==> config.mk <==
export PLATFORM = sky130hd
export DESIGN_NAME = freq_div_multi_flat
export DESIGN_NICKNAME = d
export VERILOG_FILES = /design/src/rtl/freq_div_pkg.sv /design/src/rtl/freq_div_multi_if.sv /design/src/rtl/freq_div_channel.sv /design/src/rtl/freq_div_multi.sv /design/src/flat_wrapper.sv
export SDC_FILE = /design/constraint.sdc
export NUM_CORES = 2
export LEC_CHECK = 0
export ABC_CLOCK_PERIOD_IN_PS = 14750
export CAP_MARGIN = 20
export CORE_MARGIN = 4
export CORE_UTILIZATION = 64
export DETAILED_ROUTE_END_ITERATION = 16
export HOLD_SLACK_MARGIN = 0.05
export PLACE_DENSITY = 0.81
export SYNTH_ARGS = -nofsm -noshare
export SYNTH_HDL_FRONTEND = slang
export SYNTH_SLANG_ARGS = --single-unit
export TNS_END_PERCENT = 5
==> constraint.sdc <==
create_clock -name clk -period 14.75 [get_ports clk]
set_input_delay 2.2125 -clock clk [delete_from_list [all_inputs] [get_ports clk]]
set_output_delay 2.2125 -clock clk [all_outputs]
set_load 0.01 [all_outputs]
==> src/rtl/freq_div_pkg.sv <==
// Shared definitions for the multi-channel frequency divider:
// configuration field encodings and reset values of the per-channel fields.
package freq_div_pkg;

    typedef enum logic [1:0] {
        SEL_DIV   = 2'd0,
        SEL_HIGH  = 2'd1,
        SEL_PHASE = 2'd2,
        SEL_RSVD  = 2'd3
    } cfg_sel_e;

    localparam int DIV_RST   = 2;
    localparam int HIGH_RST  = 1;
    localparam int PHASE_RST = 0;

endpackage

==> src/rtl/freq_div_multi_if.sv <==
// Control/configuration/output bundle of the multi-channel divider.
// The master side drives enables, sync and config writes; the slave (the
// divider) returns pending flags, divided waveforms and period ticks.
interface freq_div_multi_if #(
    parameter int WIDTH    = 32,
    parameter int CHANNELS = 4
);
    localparam int CH_W = (CHANNELS > 1) ? $clog2(CHANNELS) : 1;

    logic [CHANNELS-1:0] enable;
    logic                sync;
    logic                cfg_we;
    logic [CH_W-1:0]     cfg_ch;
    logic [1:0]          cfg_sel;
    logic [WIDTH-1:0]    cfg_data;
    logic [CHANNELS-1:0] cfg_pend;
    logic [CHANNELS-1:0] clk_out;
    logic [CHANNELS-1:0] tick;

    modport master (
        output enable, sync, cfg_we, cfg_ch, cfg_sel, cfg_data,
        input  cfg_pend, clk_out, tick
    );

    modport slave (
        input  enable, sync, cfg_we, cfg_ch, cfg_sel, cfg_data,
        output cfg_pend, clk_out, tick
    );

endinterface

==> src/rtl/freq_div_channel.sv <==
// One divider channel: double-buffered DIV/HIGH/PHASE, period counter and
// fully registered waveform/tick outputs. Shadow values move to the active
// set only at period boundaries (disable, enable start, sync, wrap).
module freq_div_channel
    import freq_div_pkg::*;
#(
    parameter int WIDTH = 32
) (
    input  logic             clk,
    input  logic             rst_n,
    input  logic             enable_i,
    input  logic             sync_i,
    input  logic             we_i,
    input  cfg_sel_e         sel_i,
    input  logic [WIDTH-1:0] data_i,
    output logic             pend_o,
    output logic             clkOut_o,
    output logic             tick_o
);

    typedef logic [WIDTH-1:0] word_t;

    // A divisor below 2 cannot form a period with both a start and an end.
    function automatic word_t divEff(input word_t d);
        return (d < word_t'(2)) ? word_t'(2) : d;
    endfunction

    // Phase is clamped to the last count of the period.
    function automatic word_t phaseEff(input word_t p, input word_t de);
        return (p >= de) ? (de - word_t'(1)) : p;
    endfunction

    word_t divAct_q,   divAct_d;
    word_t highAct_q,  highAct_d;
    word_t phaseAct_q, phaseAct_d;
    word_t divSh_q,    divSh_d;
    word_t highSh_q,   highSh_d;
    word_t phaseSh_q,  phaseSh_d;
    word_t cnt_q,      cnt_d;
    logic  en_q,       en_d;
    logic  pend_q,     pend_d;
    logic  clkOut_q,   clkOut_d;
    logic  tick_q,     tick_d;

    logic  startEvt;
    logic  wrapEvt;
    logic  copyEvt;
    word_t newDivEff;
    word_t newPhaseEff;

    assign startEvt    = enable_i && !en_q;
    assign wrapEvt     = enable_i && en_q && (cnt_q == divEff(divAct_q) - word_t'(1));
    assign copyEvt     = !enable_i || startEvt || sync_i || wrapEvt;
    assign newDivEff   = divEff(divAct_d);
    assign newPhaseEff = phaseEff(phaseAct_d, newDivEff);

    // Next-state: boundary copy, counter advance, outputs and shadow writes.
    always_comb begin
        divAct_d   = divAct_q;
        highAct_d  = highAct_q;
        phaseAct_d = phaseAct_q;
        divSh_d    = divSh_q;
        highSh_d   = highSh_q;
        phaseSh_d  = phaseSh_q;
        cnt_d      = cnt_q;
        pend_d     = pend_q;
        clkOut_d   = 1'b0;
        tick_d     = 1'b0;
        en_d       = enable_i;

        if (copyEvt) begin
            divAct_d   = divSh_q;
            highAct_d  = highSh_q;
            phaseAct_d = phaseSh_q;
            pend_d     = 1'b0;
        end

        if (!enable_i) begin
            cnt_d = newPhaseEff;
        end else begin
            if (startEvt || sync_i) begin
                cnt_d = newPhaseEff;
            end else if (wrapEvt) begin
                cnt_d = '0;
            end else begin
                cnt_d = cnt_q + word_t'(1);
            end
            clkOut_d = (cnt_d < highAct_d);
            tick_d   = (cnt_d == '0);
        end

        if (we_i) begin
            case (sel_i)
                SEL_DIV: begin
                    divSh_d = data_i;
                    pend_d  = 1'b1;
                end
                SEL_HIGH: begin
                    highSh_d = data_i;
                    pend_d   = 1'b1;
                end
                SEL_PHASE: begin
                    phaseSh_d = data_i;
                    pend_d    = 1'b1;
                end
                default: ;
            endcase
        end
    end

    // State registers with asynchronous return to the default configuration.
    always_ff @(posedge clk or negedge rst_n) begin
        if (!rst_n) begin
            divAct_q   <= word_t'(DIV_RST);
            highAct_q  <= word_t'(HIGH_RST);
            phaseAct_q <= word_t'(PHASE_RST);
            divSh_q    <= word_t'(DIV_RST);
            highSh_q   <= word_t'(HIGH_RST);
            phaseSh_q  <= word_t'(PHASE_RST);
            cnt_q      <= '0;
            en_q       <= 1'b0;
            pend_q     <= 1'b0;
            clkOut_q   <= 1'b0;
            tick_q     <= 1'b0;
        end else begin
            divAct_q   <= divAct_d;
            highAct_q  <= highAct_d;
            phaseAct_q <= phaseAct_d;
            divSh_q    <= divSh_d;
            highSh_q   <= highSh_d;
            phaseSh_q  <= phaseSh_d;
            cnt_q      <= cnt_d;
            en_q       <= en_d;
            pend_q     <= pend_d;
            clkOut_q   <= clkOut_d;
            tick_q     <= tick_d;
        end
    end

    assign pend_o   = pend_q;
    assign clkOut_o = clkOut_q;
    assign tick_o   = tick_q;

endmodule

==> src/rtl/freq_div_multi.sv <==
// Multi-channel programmable frequency divider top. Decodes the shared
// configuration port into per-channel write strobes and gathers the
// channel outputs back onto the interface.
module freq_div_multi
    import freq_div_pkg::*;
#(
    parameter int WIDTH    = 32,
    parameter int CHANNELS = 4
) (
    input  logic              clk,
    input  logic              rst_n,
    freq_div_multi_if.slave   bus
);

    localparam int CH_W = (CHANNELS > 1) ? $clog2(CHANNELS) : 1;

    logic [CHANNELS-1:0] pendVec;
    logic [CHANNELS-1:0] clkOutVec;
    logic [CHANNELS-1:0] tickVec;
    logic                selValid;

    // The reserved field code is dropped here so it never touches a flag.
    assign selValid = (bus.cfg_sel != 2'd3);

    for (genvar g = 0; g < CHANNELS; g++) begin : gCh
        logic chWe;

        // Channel numbers beyond CHANNELS-1 match no instance and are ignored.
        assign chWe = bus.cfg_we && selValid && (bus.cfg_ch == CH_W'(g));

        freq_div_channel #(
            .WIDTH (WIDTH)
        ) uChannel (
            .clk      (clk),
            .rst_n    (rst_n),
            .enable_i (bus.enable[g]),
            .sync_i   (bus.sync),
            .we_i     (chWe),
            .sel_i    (cfg_sel_e'(bus.cfg_sel)),
            .data_i   (bus.cfg_data),
            .pend_o   (pendVec[g]),
            .clkOut_o (clkOutVec[g]),
            .tick_o   (tickVec[g])
        );
    end

    assign bus.cfg_pend = pendVec;
    assign bus.clk_out  = clkOutVec;
    assign bus.tick     = tickVec;

endmodule
==> src/flat_wrapper.sv <==
// flat-port wrapper written by rule: the top's interface ports become plain ports
module freq_div_multi_flat import freq_div_pkg::*;
#(
    parameter int WIDTH    = 32,
    parameter int CHANNELS = 4
)
  (clk, rst_n, bus_enable, bus_sync, bus_cfg_we, bus_cfg_ch, bus_cfg_sel, bus_cfg_data, bus_cfg_pend, bus_clk_out, bus_tick);
  freq_div_multi_if #(.WIDTH(WIDTH), .CHANNELS(CHANNELS)) bus_i ();
  input  logic clk;
  input  logic rst_n;
  input wire logic [$bits(bus_i.enable)-1:0] bus_enable;
  input wire logic [$bits(bus_i.sync)-1:0] bus_sync;
  input wire logic [$bits(bus_i.cfg_we)-1:0] bus_cfg_we;
  input wire logic [$bits(bus_i.cfg_ch)-1:0] bus_cfg_ch;
  input wire logic [$bits(bus_i.cfg_sel)-1:0] bus_cfg_sel;
  input wire logic [$bits(bus_i.cfg_data)-1:0] bus_cfg_data;
  output wire logic [$bits(bus_i.cfg_pend)-1:0] bus_cfg_pend;
  output wire logic [$bits(bus_i.clk_out)-1:0] bus_clk_out;
  output wire logic [$bits(bus_i.tick)-1:0] bus_tick;
  assign bus_i.enable = bus_enable;
  assign bus_i.sync = bus_sync;
  assign bus_i.cfg_we = bus_cfg_we;
  assign bus_i.cfg_ch = bus_cfg_ch;
  assign bus_i.cfg_sel = bus_cfg_sel;
  assign bus_i.cfg_data = bus_cfg_data;
  assign bus_cfg_pend = bus_i.cfg_pend;
  assign bus_clk_out = bus_i.clk_out;
  assign bus_tick = bus_i.tick;
  freq_div_multi #(.WIDTH(WIDTH), .CHANNELS(CHANNELS)) u_core (.clk(clk), .rst_n(rst_n), .bus(bus_i));
endmodule
==> flow_summary.toml <==
[power_and_ir_drop]
seqPwrFrac_pct = 36.9
pwr-share-clk_pct = 23.3
pwr-share-comb_pct = 39.8
p_leak_nw = 26.8
p_sw_share_pct = 40.7
p_int_w = 0.00643
pwr_density_cell_nw_per_um2 = 181
p_sw_w = 0.00442
max-vdd-ir-drop_v = 0.000132

[clock_tree]
cts.sinks = 912
h-tree-depth = 3
cts_buffers = 94
clockBufferDepth = 3
postCtsResizedCells = 0
clk_pin_slew_ns = 0.06
clk_latency_ns = 0.69
cts-root-buf = "clkbuf_16"
post_cts_buffers = 0
ctsHoldBuffers = 0
cts_tree = "built"

[drt]
wl_met2_um = 73600
first_pass_iters = 10
final_antenna_net_count = 0
routed_wl_um = 170000
vias_per_cell = 6.68
drc = 0
drt_iter0_drc = 5345
wl_met3_um = 18200
wl_per_cell_um = 25.7
met1_length_um = 69300
vias = 44100
topRoutingLayerUsed = "met5"

[floorplan]
design.core.area_um2 = 85400
die_h_um = 302
rows = 107
dieArea_um2 = 91200
start_util_pct = 64.8
pin_count = 56
die_w_um = 302

[cells_and_area]
syn2layout_area_growth_pct = 8.59
drive_gt1_share_pct = 16.2
nNetsFinal = 5695
n_fill_cell = 6337

[logic_synthesis]
synth-seq-cells = 912
synth_top_area_share_pct = 40.5
synth_top_area_cell = "dfrtp_1"
seq_area_frac_synth_pct = 41.3
syn-cell-area_um2 = 55300
syn_nets = 5774
avgSynthCellArea_um2 = 10.1
synth_common_cells = "dfrtp_1 (896), mux2_2 (561), mux2i_1 (369)"
yosysWarnings = 0
synthMostInstantiatedCell = "dfrtp_1"
syn_inst = 5466
synth_cell_types = 87
synth_ff_type = "dfrtp_1"
synth_edf_count = 0
synth_area_leaders = "dfrtp_1 (41%), mux2_2 (11%), mux2i_1 (6.7%)"
postSynth.asyncResetShare_pct = 100

[setup_path]
critPathRequiredTime_ns = 15.28
cp.arrival_ns = 12.94
crit_type = "flip-flop to flip-flop"
r2r_setup_slack_ns = 2.35
max_stage_delay_ns = 0.80
r2r-start = "u_core.gCh[1].uChannel.divAct_q[27]"
critPathCaptureType = "flip-flop"
critPathLaunchType = "flip-flop"
timing.rr.end = "u_core.gCh[1].uChannel.clkOut_o"
cp_max_fo = 47
rr_worst_depth = 32
cp_slowest_cell = "nor3b_1"

[placed_design]
hpwl_um = 119000
gp_congestion = 1.02
io_buffers = 55

[hold_path]
min-delay-start = "u_core.gCh[2].uChannel.phaseAct_q[0]"
holdPathStages = 2
hp-class = "flip-flop to flip-flop"
worstHoldEndpoint = "u_core.gCh[2].uChannel.phaseAct_q[0]"

[sta]
slew_headroom_pct = 17.1
slew_violations = 0
fmax_mhz = 80.6
rsz0062_at_grt = "no"
worst_slew_pin_slew_ns = 1.24
hold_viol = 0
min_period_over_period_pct = 84.1
post-route-min-period_ns = 12.40
tns_ns = 0
whs_ns = 0.494
clock_skew_ns = 0.0358
setup_viol = 0

[global_routing]
grt_max_degree = 114
overflow = 0
grt_usage_pct = 37.1
grt_pass1_vias = 43800
antenna_found_initial = 12
grt_pass1_wl_um = 261000

[flow_run]
drv_cap = 0

[status]
outcome = "finished clean"
[through the flow]
stage                     util [%]  total power [W]  cells  worst slack, ns  cell area, um^2
after floorplan                  -          0.00674   5466             4.33            55300
after global placement        66.4          0.00798   6430             2.51            56700
after detailed placement      66.4          0.00814   6431             2.61            56700
after CTS                     70.2           0.0107   6603             2.53            60000
after global routing          70.3           0.0114   6608             1.71            60100
final                         70.3           0.0108   6611             2.35            60100
[sequential cells by signal, indices dropped and copies added, names as in the netlist]
| name | count |
|---|---|
| u_core.gCh.uChannel.clkOut_o | 4 |
| u_core.gCh.uChannel.cnt_q | 128 |
| u_core.gCh.uChannel.divAct_q | 128 |
| u_core.gCh.uChannel.divSh_q | 128 |
| u_core.gCh.uChannel.en_q | 4 |
| u_core.gCh.uChannel.highAct_q | 128 |
| u_core.gCh.uChannel.highSh_q | 128 |
| u_core.gCh.uChannel.pend_o | 4 |
| u_core.gCh.uChannel.phaseAct_q | 128 |
| u_core.gCh.uChannel.phaseSh_q | 128 |
| u_core.gCh.uChannel.tick_o | 4 |
[cell type report]
cell class                 instances  area [um^2]  share of cell area (%)
multi-input combinational       3894        30000                    49.9
sequential                       912        22800                    38.0
clock buffer                     128         2700                    4.50
tap                             1144         1430                    2.38
timing repair buffer             144         1290                    2.15
inverter                         341         1280                    2.13
clock inverter                    44          544                   0.906
antenna                            4         10.0                  0.0167
[layer usage]
| layer | global-route usage, % | vias up |
|---|---|---|
| li1 | - | 19300 |
| met1 | 51.8 | 21900 |
| met2 | 55.3 | 2480 |
| met3 | 8.73 | 503 |
| met4 | 17.2 | 4 |
| met5 | 0.476 | - |
[power groups by stage]
stage	clock network, W	registers (W)	logic (W)
2_1_floorplan	0	0.00359	0.00315
3_3_place_gp	0	0.00395	0.00403
3_5_place_dp	0	0.00398	0.00415
4_1_cts	0.00254	0.00395	0.00421
5_1_grt	0.00265	0.00406	0.00472
6_report	0.00252	0.00400	0.00432
[how the worst max path moves through the flow]
stage | from | endpoint | slack (ns) | depth (start not counted)
finish | u_core.gCh[1].uChannel.divAct_q[27] | u_core.gCh[1].uChannel.clkOut_o | 2.35 | 32
global route | u_core.gCh[2].uChannel.divAct_q[25] | u_core.gCh[2].uChannel.clkOut_o | 1.71 | 39
CTS | u_core.gCh[1].uChannel.divAct_q[27] | u_core.gCh[1].uChannel.clkOut_o | 2.53 | 32
detailed placement | u_core.gCh[1].uChannel.divAct_q[26] | u_core.gCh[1].uChannel.clkOut_o | 2.61 | 32
global placement | u_core.gCh[1].uChannel.divAct_q[27] | u_core.gCh[1].uChannel.clkOut_o | 2.51 | 32
floorplan | u_core.gCh[1].uChannel.divAct_q[28] | u_core.gCh[1].uChannel.clkOut_o | 4.33 | 39
[logic make-up after synthesis]
family / Yosys count / share of synthesized area (%)
buffers and inverters: 660 / 4.63
xor gates and xnor gates: 433 / 6.86
AOI/OAI and AO/OA: 778 / 9.23
and+or+nand+nor: 1486 / 13.8
DFF: 912 / 41.3
muxes: 933 / 18.2
adders and majority gates: 264 / 5.97
[cell usage in the layout (no fill, tap or decap), drive strengths merged, types with 49 or more instances in the layout]
cell type and n:
nand4 90, or4 57, mux2i 370, nand3 121
a21oi 177, mux2 562, nand2 310, nor2b 49
xor2 208, nor3 119, ha 264, nand2b 54
dfrtp 896, buf 94, clkdlybuf4s50 50, nor4 103
nor2 355, xnor2 225, o21ai 203, clkbuf 128
and3 54, inv 346, a21o 73
[worst max-delay path: cells and delay by family (launching register included)]
family	cells	cell delay (ns)
mux	1	0.32
simple gates	16	6.80
fa+ha+maj	3	0.66
compound gates	10	3.07
flops	1	0.45
buf+inv	2	0.90
Note: power is estimated with default switching activity, not from simulation.
